$ cat config.mk
export PLATFORM = sky130hd
export DESIGN_NAME = reg_scoreboard
export DESIGN_NICKNAME = d
export VERILOG_FILES = /design/src/rtl/reg_scoreboard.sv
export SDC_FILE = /design/constraint.sdc
export NUM_CORES = 1
export LEC_CHECK = 0
export BUFFER_PORTS_ARGS = -buffer_cell sky130_fd_sc_hd__clkbuf_2
export CORE_AREA = 3 3 173 175
export CTS_CLUSTER_DIAMETER = 30
export DETAILED_ROUTE_END_ITERATION = 10
export DIE_AREA = 0 0 176 178
export SLEW_MARGIN = 40
export SYNTH_ARGS = -nofsm -noshare
export SYNTH_HDL_FRONTEND = slang
export SYNTH_SLANG_ARGS = --single-unit
$ cat constraint.sdc
create_clock -name i_clk -period 5.4 [get_ports i_clk]
set_clock_uncertainty 0.15 [all_clocks]
set_input_delay 0.81 -clock i_clk [delete_from_list [all_inputs] [get_ports i_clk]]
set_output_delay 0.81 -clock i_clk [all_outputs]
set_load 0.02 [all_outputs]
$ cat src/rtl/reg_scoreboard.sv
// Register write scoreboard: per-register pending-write counters that raise
// o_stall on RAW hazards and on counter saturation at issue.
//
// Ports:
//   i_clk, i_rst        clock (rising edge), async active-high reset
//   i_rs1, i_rs2        ID-stage source registers
//   i_check_regs        operand usage: 0 none, 1 rs1, 2 rs2, 3 both
//   i_issue_valid/_rd   instruction leaving ID with destination rd
//   i_wb_valid/_rd      writeback retiring destination rd
//   i_flush             discard every pending write
//   o_stall             hold ID/IF, bubble into EXE
//   o_busy_mask         registered: bit r set while counter r is nonzero
//   o_pending_full      issuing rd already has the maximum writers in flight
//   o_wb_err            sticky: writeback seen for a register with no writer
//   o_stall_cycles      saturating count of stalled cycles
module reg_scoreboard #(
   parameter int ALEN   = 5,
   parameter int NREGS  = 32,
   parameter int CNT_W  = 2,
   parameter int PERF_W = 32
) (
   input  logic              i_clk,
   input  logic              i_rst,
   input  logic [ALEN-1:0]   i_rs1,
   input  logic [ALEN-1:0]   i_rs2,
   input  logic [1:0]        i_check_regs,
   input  logic              i_issue_valid,
   input  logic [ALEN-1:0]   i_issue_rd,
   input  logic              i_wb_valid,
   input  logic [ALEN-1:0]   i_wb_rd,
   input  logic              i_flush,
   output logic              o_stall,
   output logic [NREGS-1:0]  o_busy_mask,
   output logic              o_pending_full,
   output logic              o_wb_err,
   output logic [PERF_W-1:0] o_stall_cycles
);

   localparam logic [CNT_W-1:0] CNT_MAX = {CNT_W{1'b1}};
   localparam logic [CNT_W-1:0] CNT_ONE = CNT_W'(1);

   logic [NREGS-1:0][CNT_W-1:0] cnt_q, cnt_d;
   logic [NREGS-1:0]            busy_q, busy_d;
   logic                        wb_err_q, wb_err_d;
   logic [PERF_W-1:0]           stall_cnt_q, stall_cnt_d;

   logic haz1, haz2, full, stall, issue_ok;
   logic wb_zero;
   logic iss, ret;

   // Hazards look only at registered counters, so a writeback in the
   // same cycle does not release the stall until the following cycle.
   assign haz1 = i_check_regs[0] && (i_rs1 != '0)
               && (cnt_q[i_rs1] != '0);
   assign haz2 = i_check_regs[1] && (i_rs2 != '0)
               && (cnt_q[i_rs2] != '0);

   assign full = i_issue_valid && (i_issue_rd != '0)
               && (cnt_q[i_issue_rd] == CNT_MAX);

   assign stall    = haz1 | haz2 | full;
   assign issue_ok = i_issue_valid && !stall && !i_flush;

   // Retire against an idle counter; a flush discards the retire entirely.
   assign wb_zero = i_wb_valid && (i_wb_rd != '0)
                  && (cnt_q[i_wb_rd] == '0) && !i_flush;

   always_comb begin
      cnt_d  = cnt_q;
      busy_d = '0;
      iss    = 1'b0;
      ret    = 1'b0;
      for (int r = 1; r < NREGS; r++) begin
         iss = issue_ok && (i_issue_rd == ALEN'(r));
         ret = i_wb_valid && (i_wb_rd == ALEN'(r));
         if (i_flush) begin
            cnt_d[r] = '0;
         end else if (iss && !ret) begin
            cnt_d[r] = cnt_q[r] + CNT_ONE;
         end else if (ret && !iss && (cnt_q[r] != '0)) begin
            cnt_d[r] = cnt_q[r] - CNT_ONE;
         end
      end
      // x0 is never a real destination.
      cnt_d[0] = '0;
      for (int r = 0; r < NREGS; r++) begin
         busy_d[r] = |cnt_d[r];
      end
   end

   assign wb_err_d = wb_err_q | wb_zero;

   always_comb begin
      stall_cnt_d = stall_cnt_q;
      if (stall && (stall_cnt_q != {PERF_W{1'b1}})) begin
         stall_cnt_d = stall_cnt_q + PERF_W'(1);
      end
   end

   always_ff @(posedge i_clk or posedge i_rst) begin
      if (i_rst) begin
         cnt_q       <= '0;
         busy_q      <= '0;
         wb_err_q    <= 1'b0;
         stall_cnt_q <= '0;
      end else begin
         cnt_q       <= cnt_d;
         busy_q      <= busy_d;
         wb_err_q    <= wb_err_d;
         stall_cnt_q <= stall_cnt_d;
      end
   end

   assign o_stall        = stall;
   assign o_pending_full = full;
   assign o_busy_mask    = busy_q;
   assign o_wb_err       = wb_err_q;
   assign o_stall_cycles = stall_cnt_q;

endmodule

; ---- Yosys cells after proc, flatten, opt, wreduce, memory -nomap -nowiden
; Index checks and enable logic that the tools add are counted.
[classes]
n_lt_le_gt_ge = 4
n_eq_ne = 64
addsub = 63
muxes = 101
reduce_logical = 300
n_bitwise = 3
[ops]
columns = cell, n
row1 = two-way mux 2 bit, 97
row2 = logical AND 1 bit, 167
row3 = "equality test 5 bit, second input constant", 32
row4 = "equality test 5 x 4 -> 1 bit, second input constant", 16
row5 = nonzero test 2 bit, 33
row6 = zero test 1 bit, 64
row7 = "adder 2 x 1 -> 2 bit, second input constant", 31
row8 = OR reduction 2 bit, 31
row9 = "subtractor 2 x 1 -> 2 bit, second input constant", 31
row10 = binary-select mux 2 bit (select 5 bit), 4
row11 = "equality test 5 x 3 -> 1 bit, second input constant", 8
row12 = "adder 32 x 1 -> 32 bit, second input constant", 1
row13 = "inequality test 32 bit, second input constant", 1
row14 = "less-than comparator 5 x 6 -> 1 bit, second input constant", 4
row15 = "equality test 5 x 2 -> 1 bit, second input constant", 4
row16 = nonzero test 5 bit, 4
row17 = "equality test 5 x 1 -> 1 bit, second input constant", 2
row18 = bitwise OR 1 bit, 3
row19 = "equality test 2 bit, second input constant", 1
row20 = zero test 2 bit, 1
[word_totals]
reg_bits = 126
inputBits = 27
out_inout_bits = 67
wordCells = 569

; ---- Longest topological paths before layout
[depth]
word_depth = 17
ltp_mapped = 14
mapped_depth_nobuf = 9

; ---- Worst setup path before layout
; OpenSTA, ideal clock, no wires.
[synth_path]
kind = input to output
startpoint = input i_rs1[0]
endpoint = output o_stall
slack_ns = 1.574
arrival_time_ns = 2.866
stages = 8
required_time_ns = 4.440
path_buffers = 3
path_cell_list = buf_2 mux4_2 and3_1 or4_4 and4b_4 buf_6 buf_6 nand2_1
[synth_via]
elab_chain_cells = 6
word_cells_on_any_way = 8
cone_classes = 2 x mux / 2 x bitwise / 4 x reduce/logical
[synth_lines]
columns = item, line
row1 = "start, declared", 24  ; input logic [ALEN-1:0] i_rs1,
row2 = binary-select mux 2 bit (select 5 bit), 54  ; && (cnt_q[i_rs1] != '0);
row3 = two-way mux 2 bit (implied by the code), 54
row4 = nonzero test 2 bit, 54
row5 = logical AND 1 bit (*), 54
row6 = bitwise OR 1 bit (*) (2 in a row), 61  ; assign stall = haz1 | haz2 | full;
row7 = "end, declared", 32  ; output logic o_stall,
; Every way passes the cells marked *; elsewhere a longest branch is shown, timed or not. The select of a mux whose other input is x is not followed.

; ---- Worst setup path after layout
[layout_path]
startpoint = input i_issue_rd[0]
endpoint = output o_stall
[layout_via]
elab_chain_cells = 5
word_cells_on_any_way = 7
cone_classes = 1 x eq/ne / 2 x mux / 1 x bitwise / 3 x reduce/logical
[layout_lines]
columns = item, line
row1 = "start, declared", 28  ; input logic [ALEN-1:0] i_issue_rd,
row2 = binary-select mux 2 bit (select 5 bit), 59  ; && (cnt_q[i_issue_rd] == CNT_MAX);
row3 = two-way mux 2 bit (implied by the code), 59
row4 = equality test 2 bit, 59
row5 = logical AND 1 bit (*), 59
row6 = bitwise OR 1 bit (*), 61
; Marks and branches as above.

==> results.cfg <==
[status]
outcome = finished clean

[clock_network]
postCtsSetupBuffers = 0
clk_latency_ns = 0.45
holdBufCountCts = 0
clock_path_buffers = 2
cts_tree = built
cts_resized = 0
cts_max_level = 4
path_clk_slew_ns = 0.06
clock_tree.root_cell = clkbuf_16
numCtsBuffers = 17
clkSinkCount = 126

[worst_setup_path]
crit_path_end_kind = output port
cp-start-kind = input pin
crit_arrival_ns = 3.51
reg2reg_depth = 10
required_ns = 4.44
worstPathMaxFanout = 29
worstSetupPathType = in -> out

[final_layout]
nNetsFinal = 1329
layout.cells.non_filler = 1666
drive_gt1_share_pct = 15.21
syn2layout_area_growth_pct = 13.50
fillCellCount = 2890
num_antenna_cells = 0

[synthesis]
synth-edff-count = 0
yosysUniqueCellTypes = 93
syn_nets = 1272
synthArstFlopShare_pct = 100.0
yosysWarnings = 0
synth-seq-area-share_pct = 31.75
synthCells = 1213
synth_seq_cells = 126
synth_flop_cell = dfrtp_1
synthesis.area_sq_um = 9930
syn_area_per_cell_sq_um = 8.186

[routing]
first_iter_violations = 1083
viasPerCell = 5.803
dr.pass1.iters = 5
vias = 9668
drc = 0
final_antenna_net_count = 0
routed_wl_um = 32910
routedWlPerCell_um = 19.75

[power]
pwr_density_cell_nw_per_um2 = 242.6
total_power_uw = 2733
peakVddDrop_mv = 0.2453
leakagePower_uw = 0.004432

[global_routing]
antenna_found_initial = 0
grt_pass1_wl_um = 52020
grt_overflow_total = 0
grt_pass1_vias = 9346
grtUsageTotal_pct = 21.15
grt_max_degree = 86

[worst_hold_path]
hold_path_class = in -> async

[timing]
setup_viol = 0
relSlewSlack_pct = 40.29
hold_slack_ns = 0.2944
drv_slew = 0
fmax_mhz = 223.6
min_period_ns = 4.472
rsz0062_at_grt = false
fin_tns_setup_ns = 0
finalCritPeriodShare_pct = 82.82
hold_violations = 0
tightest_slew_ns = 0.8888

[placement]
gp_congestion = 0.9940
post-place-cells = 1635
port_buffers = 92
dp_hpwl_um = 24430

[floorplan]
die_area_sq_um = 31330
rows = 62
core_sq_um = 28630
ioPinCount = 94
fp.dieW_um = 176
die_h_um = 178
start_util_pct = 34.69

[run]
drv_cap = 0
[kinds of logic (layout without fill, tap and decap cells)]
family / after synthesis / in the layout / synth area share, %
simple gates: 549 / 549 / 27.48
compound gates: 252 / 252 / 18.49
buf+inv: 151 / 220 / 6.363
flops: 126 / 126 / 31.75
xor+xnor: 51 / 51 / 4.499
mux: 51 / 51 / 7.346
fa+ha+maj: 32 / 32 / 4.032
other cells: 1 / 1 / 0.03777
[flip-flops by register name, indices dropped and copies added (netlist names)]
signal / flops
o_stall_cycles: 32
cnt_q: 62
o_wb_err: 1
o_busy_mask: 31
[worst max-delay path, stage by stage]
cell and delay (ns):
clkbuf_2 0.52, mux4_2 0.58, nor2b_1 0.16, o311ai_1 0.11, and4_1 0.27, and4b_4 0.33, buf_4 0.32, nand2_1 0.20
clkbuf_2 0.20
[through the flow]
stage | area [sq um] | utilization (%) | setup WS, ns
finish | 11270 | 39.37 | 0.9276
global route | 11270 | 39.37 | 0.6995
CTS | 11270 | 39.37 | 0.9537
detailed placement | 10660 | 37.25 | 0.9196
global placement | 10660 | 37.22 | 0.9910
floorplan | 9930 | - | 1.084
[cell usage in the layout, fill, tap and decap left out, types with 10 or more instances in the layout]
cell type / instances
dfrtp_1: 126
a211oi_1: 20
clkbuf_16: 17
ha_1: 32
and3_1: 21
nand3_1: 53
mux2i_1: 23
nor3_1: 66
a31oi_1: 13
nand2_1: 119
a21oi_1: 44
nor4_1: 10
a221oi_1: 16
o211ai_1: 10
clkbuf_2: 91
buf_4: 13
o21ai_0: 36
nand4_1: 30
nor2_1: 154
mux4_2: 16
nor2b_1: 15
nand2b_1: 18
xnor2_1: 42
or3_1: 12
mux2_2: 10
inv_1: 83
[area by class of cell]
| type | instances | area (sq um) | share of cell area [%] |
|---|---|---|---|
| clock buffers | 20 | 466.7 | 4.141 |
| clock inverters | 11 | 140.1 | 1.243 |
| well taps | 384 | 480.5 | 4.263 |
| inverters | 85 | 326.6 | 2.898 |
| repair buffers | 104 | 553.0 | 4.907 |
| flip-flops and latches | 126 | 3153 | 27.98 |
| multi-input cells | 936 | 6150 | 54.57 |
[cells in the mapped netlist (5+ instances only)]
master / n / area (sq um)
a2111oi_0: 7 / 61.31
a211o_1: 9 / 78.83
a211oi_1: 20 / 150.1
a21o_1: 5 / 37.54
a21oi_1: 44 / 220.2
a221oi_1: 16 / 140.1
a311oi_1: 9 / 78.83
a31oi_1: 13 / 81.33
and2_1: 8 / 50.05
and3_1: 21 / 131.4
and4_1: 5 / 43.79
buf_2: 10 / 50.05
buf_6: 5 / 56.30
clkbuf_1: 47 / 176.4
dfrtp_1: 126 / 3153
ha_1: 32 / 400.4
inv_1: 84 / 315.3
mux2_2: 10 / 112.6
mux2i_1: 23 / 230.2
mux4_2: 16 / 360.4
nand2_1: 119 / 446.7
nand2b_1: 18 / 112.6
nand3_1: 53 / 265.3
nand4_1: 30 / 187.7
nor2_1: 155 / 581.8
nor2b_1: 16 / 100.1
nor3_1: 66 / 330.3
nor3b_1: 7 / 52.55
nor4_1: 10 / 62.56
o2111ai_1: 5 / 43.79
o211ai_1: 10 / 75.07
o21a_1: 5 / 37.54
o21ai_0: 36 / 180.2
o311ai_0: 6 / 52.55
o31ai_1: 6 / 45.04
or2_2: 5 / 31.28
or3_1: 12 / 75.07
xnor2_1: 42 / 367.9
xor2_1: 9 / 78.83
[metal layers]
metal | up-vias | part of all wire, % | track usage, %
met5 | - | 0 | 0
met4 | 0 | 3.5 | 8.479
met3 | 87 | 9.7 | 6.173
met2 | 475 | 44 | 32.34
met1 | 4579 | 43 | 28.18
li1 | 4527 | - | -
[final timing paths]
path | to | slack [ns] | startpoint
min in group i_clk | o_wb_err | 0.31 | o_wb_err
max | o_stall | 0.93 | i_issue_rd[0]
max in group asynchronous | cnt_q[25] | 3.77 | i_rst
min reg2reg | o_wb_err | 0.31 | o_wb_err
max reg2reg | o_busy_mask[24] | 1.59 | cnt_q[14]
min | o_stall_cycles[7] | 0.29 | i_rst
[power by group]
part | switching (uW) | total (uW) | internal (uW)
Clock | 453 | 1210 | 756
Combinational | 317 | 477 | 160
Sequential | 61.5 | 1050 | 987
Total | 831 | 2730 | 1900
No activity file was read; power rests on OpenSTA's default activity.
